**src/rtl/config_frame_loader.sv**
```systemverilog
// Configuration frame loader: parses a 32-bit word stream (SYNC, WRITE header,
// data, DESYNC). It drives frame data, a one-hot frame strobe and a column
// address into latch-based configuration memory. Setup and hold margins keep
// the transparent latches safe.
// Optional feature macro: CFG_LOADER_CHECKSUM_EN. When it is defined, each
// WRITE is followed by an XOR checksum word.
module config_frame_loader #(
  parameter int unsigned NUM_COLUMNS    = 16,
  parameter int unsigned FRAMES_PER_COL = 20,
  parameter int unsigned SETUP_CYC      = 1,
  parameter int unsigned STROBE_CYC     = 2,
  localparam int unsigned COL_W         = $clog2(NUM_COLUMNS),
  localparam int unsigned PTR_W         = $clog2(FRAMES_PER_COL)
) (
  input  logic                      CLK,
  input  logic                      resetn,
  input  logic [31:0]               s_data,
  input  logic                      s_valid,
  output logic                      s_ready,
  output logic [31:0]               frame_data,
  output logic [FRAMES_PER_COL-1:0] frame_strobe,
  output logic [COL_W-1:0]          col_addr,
  output logic                      busy,
  output logic                      done,
  output logic                      err
);

  localparam logic [31:0] SyncWord = 32'hFAB0_FAB1;

`ifdef CFG_LOADER_CHECKSUM_EN
  typedef enum logic [2:0] {
    StIdle, StSynced, StWaitData, StSetup, StStrobe, StHold, StCheck
  } state_e;
`else
  typedef enum logic [2:0] {
    StIdle, StSynced, StWaitData, StSetup, StStrobe, StHold
  } state_e;
`endif

  state_e                    state_q, state_d;
  logic [31:0]               data_q, data_d;
  logic [COL_W-1:0]          col_q, col_d;
  logic [COL_W-1:0]          hdr_col_q, hdr_col_d;
  logic [PTR_W-1:0]          ptr_q, ptr_d;
  logic [7:0]                rem_q, rem_d;
  logic [7:0]                cnt_q, cnt_d;
  logic                      err_q, err_d;
  logic                      done_q, done_d;
  logic [FRAMES_PER_COL-1:0] strobe_q, strobe_d;
`ifdef CFG_LOADER_CHECKSUM_EN
  logic [31:0]               xor_q, xor_d;
`endif

  logic       accept;
  logic       is_sync;
  logic [3:0] opcode;
  logic [7:0] hdr_n;
  logic [8:0] hdr_end;
  logic       hdr_bad;

  assign is_sync = (s_data == SyncWord);
  assign opcode  = s_data[31:28];
  assign hdr_n   = s_data[23:16];
  // End frame of the write is computed one bit wider so f0+N cannot wrap.
  assign hdr_end = {1'b0, hdr_n} + {4'b0, s_data[4:0]};
  assign hdr_bad = (hdr_n == 8'd0) ||
                   ({1'b0, s_data[15:8]} >= 9'(NUM_COLUMNS)) ||
                   (hdr_end > 9'(FRAMES_PER_COL));

  // Word acceptance is only possible in the parsing states.
  always_comb begin
    s_ready = 1'b0;
    unique case (state_q)
      StIdle, StSynced, StWaitData: s_ready = 1'b1;
`ifdef CFG_LOADER_CHECKSUM_EN
      StCheck:                      s_ready = 1'b1;
`endif
      default:                      s_ready = 1'b0;
    endcase
  end

  assign accept = s_valid & s_ready;

  // Next-state logic for the parser and the frame write sequencer.
  always_comb begin
    state_d   = state_q;
    data_d    = data_q;
    col_d     = col_q;
    hdr_col_d = hdr_col_q;
    ptr_d     = ptr_q;
    rem_d     = rem_q;
    cnt_d     = cnt_q;
    err_d     = err_q;
    done_d    = 1'b0;
`ifdef CFG_LOADER_CHECKSUM_EN
    xor_d     = xor_q;
`endif
    unique case (state_q)
      StIdle: begin
        if (accept && is_sync) begin
          state_d = StSynced;
          err_d   = 1'b0;
        end
      end
      StSynced: begin
        if (accept) begin
          // SYNC also carries the 4'hF opcode, so it must be decoded first.
          if (is_sync) begin
            err_d = 1'b0;
          end else if (opcode == 4'hF) begin
            done_d  = 1'b1;
            state_d = StIdle;
          end else if (opcode == 4'h1) begin
            if (hdr_bad) begin
              err_d = 1'b1;
            end else begin
              state_d   = StWaitData;
              ptr_d     = PTR_W'(s_data[4:0]);
              rem_d     = hdr_n;
              hdr_col_d = s_data[8 +: COL_W];
`ifdef CFG_LOADER_CHECKSUM_EN
              xor_d     = '0;
`endif
            end
          end else begin
            err_d = 1'b1;
          end
        end
      end
      StWaitData: begin
        if (accept) begin
          data_d  = s_data;
          col_d   = hdr_col_q;
          cnt_d   = 8'd0;
          state_d = StSetup;
`ifdef CFG_LOADER_CHECKSUM_EN
          xor_d   = xor_q ^ s_data;
`endif
        end
      end
      StSetup: begin
        if (cnt_q == 8'(SETUP_CYC - 1)) begin
          cnt_d   = 8'd0;
          state_d = StStrobe;
        end else begin
          cnt_d = cnt_q + 8'd1;
        end
      end
      StStrobe: begin
        if (cnt_q == 8'(STROBE_CYC - 1)) begin
          cnt_d   = 8'd0;
          state_d = StHold;
        end else begin
          cnt_d = cnt_q + 8'd1;
        end
      end
      StHold: begin
        rem_d = rem_q - 8'd1;
        if (rem_q == 8'd1) begin
`ifdef CFG_LOADER_CHECKSUM_EN
          state_d = StCheck;
`else
          state_d = StSynced;
`endif
        end else begin
          // Pointer only advances when another frame follows, so it stays in range.
          ptr_d   = ptr_q + PTR_W'(1);
          state_d = StWaitData;
        end
      end
`ifdef CFG_LOADER_CHECKSUM_EN
      StCheck: begin
        if (accept) begin
          if (s_data != xor_q) err_d = 1'b1;
          state_d = StSynced;
        end
      end
`endif
      default: state_d = StIdle;
    endcase

    // Strobe is registered so the latch enables are glitch-free.
    strobe_d = '0;
    if (state_d == StStrobe) begin
      strobe_d = {{(FRAMES_PER_COL-1){1'b0}}, 1'b1} << ptr_q;
    end
  end

  // State and output registers; reset clears every output immediately.
  always_ff @(posedge CLK or negedge resetn) begin
    if (!resetn) begin
      state_q   <= StIdle;
      data_q    <= '0;
      col_q     <= '0;
      hdr_col_q <= '0;
      ptr_q     <= '0;
      rem_q     <= '0;
      cnt_q     <= '0;
      err_q     <= 1'b0;
      done_q    <= 1'b0;
      strobe_q  <= '0;
`ifdef CFG_LOADER_CHECKSUM_EN
      xor_q     <= '0;
`endif
    end else begin
      state_q   <= state_d;
      data_q    <= data_d;
      col_q     <= col_d;
      hdr_col_q <= hdr_col_d;
      ptr_q     <= ptr_d;
      rem_q     <= rem_d;
      cnt_q     <= cnt_d;
      err_q     <= err_d;
      done_q    <= done_d;
      strobe_q  <= strobe_d;
`ifdef CFG_LOADER_CHECKSUM_EN
      xor_q     <= xor_d;
`endif
    end
  end

  assign frame_data   = data_q;
  assign frame_strobe = strobe_q;
  assign col_addr     = col_q;
  assign busy         = (state_q != StIdle);
  assign done         = done_q;
  assign err          = err_q;

endmodule
```
**config.mk**
```make
export PLATFORM = sky130hd
export DESIGN_NAME = config_frame_loader
export DESIGN_NICKNAME = d
export VERILOG_FILES = /design/src/rtl/config_frame_loader.sv
export SDC_FILE = /design/constraint.sdc
export NUM_CORES = 1
export LEC_CHECK = 0
export ABC_AREA = 0
export CAP_MARGIN = 40
export CORE_MARGIN = 5
export CORE_UTILIZATION = 56
export CTS_BUF_LIST = sky130_fd_sc_hd__clkbuf_4 sky130_fd_sc_hd__clkbuf_8
export DETAILED_ROUTE_END_ITERATION = 10
export GPL_TIMING_DRIVEN = 0
export PLACE_DENSITY = 0.87
export SLEW_MARGIN = 20
export SYNTH_ARGS = -nofsm -noshare
export SYNTH_HDL_FRONTEND = slang
export SYNTH_SLANG_ARGS = --single-unit
```
**constraint.sdc**
```tcl
create_clock -name CLK -period 4.5 [get_ports CLK]
set_clock_uncertainty 0.1 [all_clocks]
set_input_delay 0.9 -clock CLK [delete_from_list [all_inputs] [get_ports CLK]]
set_output_delay 0.9 -clock CLK [all_outputs]
set_load 0.02 [all_outputs]
```
==> results.json <==
{
  "drv_cap": 0,
  "grt_pass1_vias": 3474,
  "drcViolationCount": 0,
  "die_h_um": 97.1,
  "fmax_mhz": 285,
  "status": "finished, final reports clean",
  "setup_violations": 0,
  "worst_pin_slew_ps": 683,
  "clk_pin_slew_ps": 80,
  "p_per_area_mw_per_mm2": 260,
  "cts_sinks": 86,
  "postCtsSetupRepairBufs": 0,
  "coreArea_sq_mm": 0.00733,
  "vias": 3427,
  "antenna_found_initial": 0,
  "initialDrtViolationCount": 200,
  "synth_area_leaders": "dfrtp_1 51%, mux2_2 10%, ha_1 4.7%",
  "rr_endpoint": "frame_strobe[5]",
  "dr.pass1.iters": 4,
  "drive_above_1_share_pct": 13.7,
  "post-synth-top-area-fraction_pct": 50.6,
  "yosysWarnings": 0,
  "hold_violations": 0,
  "grt_start_max_net_pins": 49,
  "p_leak_nw": 2.49,
  "root_buffer": "clkbuf_8",
  "ys_seq_area_share_pct": 50.6,
  "area_growth_pct": 30.5,
  "cts_tree": "built",
  "cts_resized": 0,
  "syn_avg_cell_area_sq_um": 11.1,
  "finalMaxSlewViolations": 0,
  "ir_drop_v": 0.000169,
  "cp_data_arrival_time_ps": 3690,
  "port_buffers": 94,
  "yosys.area.top_type": "dfrtp_1",
  "detail-route-antenna-nets": 0,
  "gp_congestion": 0.863,
  "overflow": 0,
  "slowest_delay_ps": 550,
  "start_kind": "input port",
  "grt_pass1_wl_um": 16800,
  "die-area_sq_mm": 0.00943,
  "initial_utilization_pct": 58.0,
  "crit_chain": "clkdlybuf4s50_1 -> ha_1 -> fa_1 -> a21o_1 -> a31oi_1 -> or3_1 -> and4_4 -> nand2_1 -> o22ai_1 -> mux2i_1",
  "wire_per_inst_um": 17.0,
  "postSynthCellCount": 384,
  "synth_nets": 436,
  "tns_ps": 0,
  "htree_num_levels": 3,
  "clockBufferDepth": 2,
  "setup.worst_path.end_class": "flip-flop",
  "slowest_stage": "clkdlybuf4s50_1",
  "final_core_util_pct": 75.6,
  "synth_area_sq_mm": 0.00425,
  "num_io_pins": 95,
  "slew_headroom_pct": 54.5,
  "required_ps": 4680,
  "totalWireLength_um": 10100,
  "vias_per_cell": 5.77,
  "hp-class": "in -> async",
  "grt_util_all_layers_pct": 22.2,
  "period_needed_ps": 3510,
  "synth_seq_cells": 86,
  "num_rows": 31,
  "grt_setup_unrepaired": "false",
  "ctsHoldBuffers": 0,
  "diodes": 0,
  "nets": 542,
  "final_cell_mix": "93 x clkdlybuf4s50_1, 86 x dfrtp_1, 39 x mux2_2",
  "r2r_start": "state_q[2]",
  "synth-edff-count": 0,
  "mostFrequentLayoutCell": "clkdlybuf4s50_1",
  "synthFlopType": "dfrtp_1",
  "crit_type": "in -> reg",
  "timing.critical_path.from": "s_data[0]",
  "crit_fanout": 5,
  "insertion_delay_ps": 360,
  "worstRegToRegCells": 9,
  "dp_hpwl_um": 7750,
  "die-width_um": 97.1,
  "async_flop_share_pct": 100,
  "min_period_over_period_pct": 78.0,
  "cts_buffers": 9,
  "synth_cell_types": 58,
  "reg2reg_slack_ps": 2000
}
[synthesized netlist by cell type, types with 7 or more instances]
library cell / n
dfrtp_1: 86
mux2_2: 39
nand2_1: 25
nor2_1: 24
o21ai_0: 19
a21oi_1: 16
ha_1: 16
inv_1: 14
nand3_1: 11
nor3_1: 10
and3_1: 9
o22ai_1: 8
nand2b_1: 7
nor2b_1: 7
[through the flow]
step	std cells	setup WS (ps)	cell area, sq um	total power, W	hold slack (ps)
floorplan	384	1440	4250	0.000831	352
global placement	577	-541	5310	0.000897	376
detailed placement	578	660	5340	0.000903	381
CTS	594	1020	5550	0.00145	414
global route	594	819	5550	0.00150	427
finish	594	991	5550	0.00144	409
[per-layer routing]
metal  global-route usage, %  wire, um  vias up
met5                       0         0        -
met4                    8.32       169        0
met3                    9.33      1050       17
met2                    35.7      4850      133
met1                    26.4      4020     1653
li1                        -         -     1624
[worst max-delay path: cells and delay by family]
family	cells	cell delay (ps)
AO/OA/AOI/OAI	3	760
adder cells (fa/ha/maj)	2	750
buffers and inverters	1	550
multiplexers	1	230
AND/OR/NAND/NOR	3	490
[worst max path at each step]
stage | endpoint | slack [ps] | cells after the start
2_1_floorplan | ptr_q[0] | 1440 | 9
3_3_place_gp | frame_data[14] | -540 | 1
3_5_place_dp | ptr_q[0] | 660 | 10
4_1_cts | ptr_q[1] | 1020 | 10
5_1_grt | ptr_q[1] | 820 | 10
6_report | ptr_q[1] | 990 | 10
[logic make-up after synthesis]
group | after synthesis | synth area share [%]
AOI/OAI and AO/OA | 69 | 10.7
xor gates and xnor gates | 3 | 0.618
adders and majority gates | 17 | 5.18
buffers and inverters | 27 | 2.53
DFF | 86 | 50.6
muxes | 46 | 12.0
and+or+nand+nor | 136 | 18.3
[report_power, final]
part           switching (W)  internal, W
clock               0.000281     0.000275
combinational      0.0000611    0.0000513
sequential        0.00000102     0.000773
[cell type report]
type                            instances  area, sq um
Clock inverter                          6         68.8
Inverter                               15         56.3
Buffer                                 12         51.3
Sequential cell                        86         2150
Timing Repair Buffer                   95          966
Clock buffer                           10          138
Tap cell                               99          124
Multi-Input combinational cell        271         1990
Fill cell                             479         1790
[sequential cells by signal (all words and copies together), names as in the netlist]
name / flops
done: 1
err: 1
ptr_q: 5
state_q: 3
frame_strobe: 20
frame_data: 32
col_addr: 4
hdr_col_q: 4
rem_q: 8
cnt_q: 8
No activity file was read; power rests on OpenSTA's default activity.
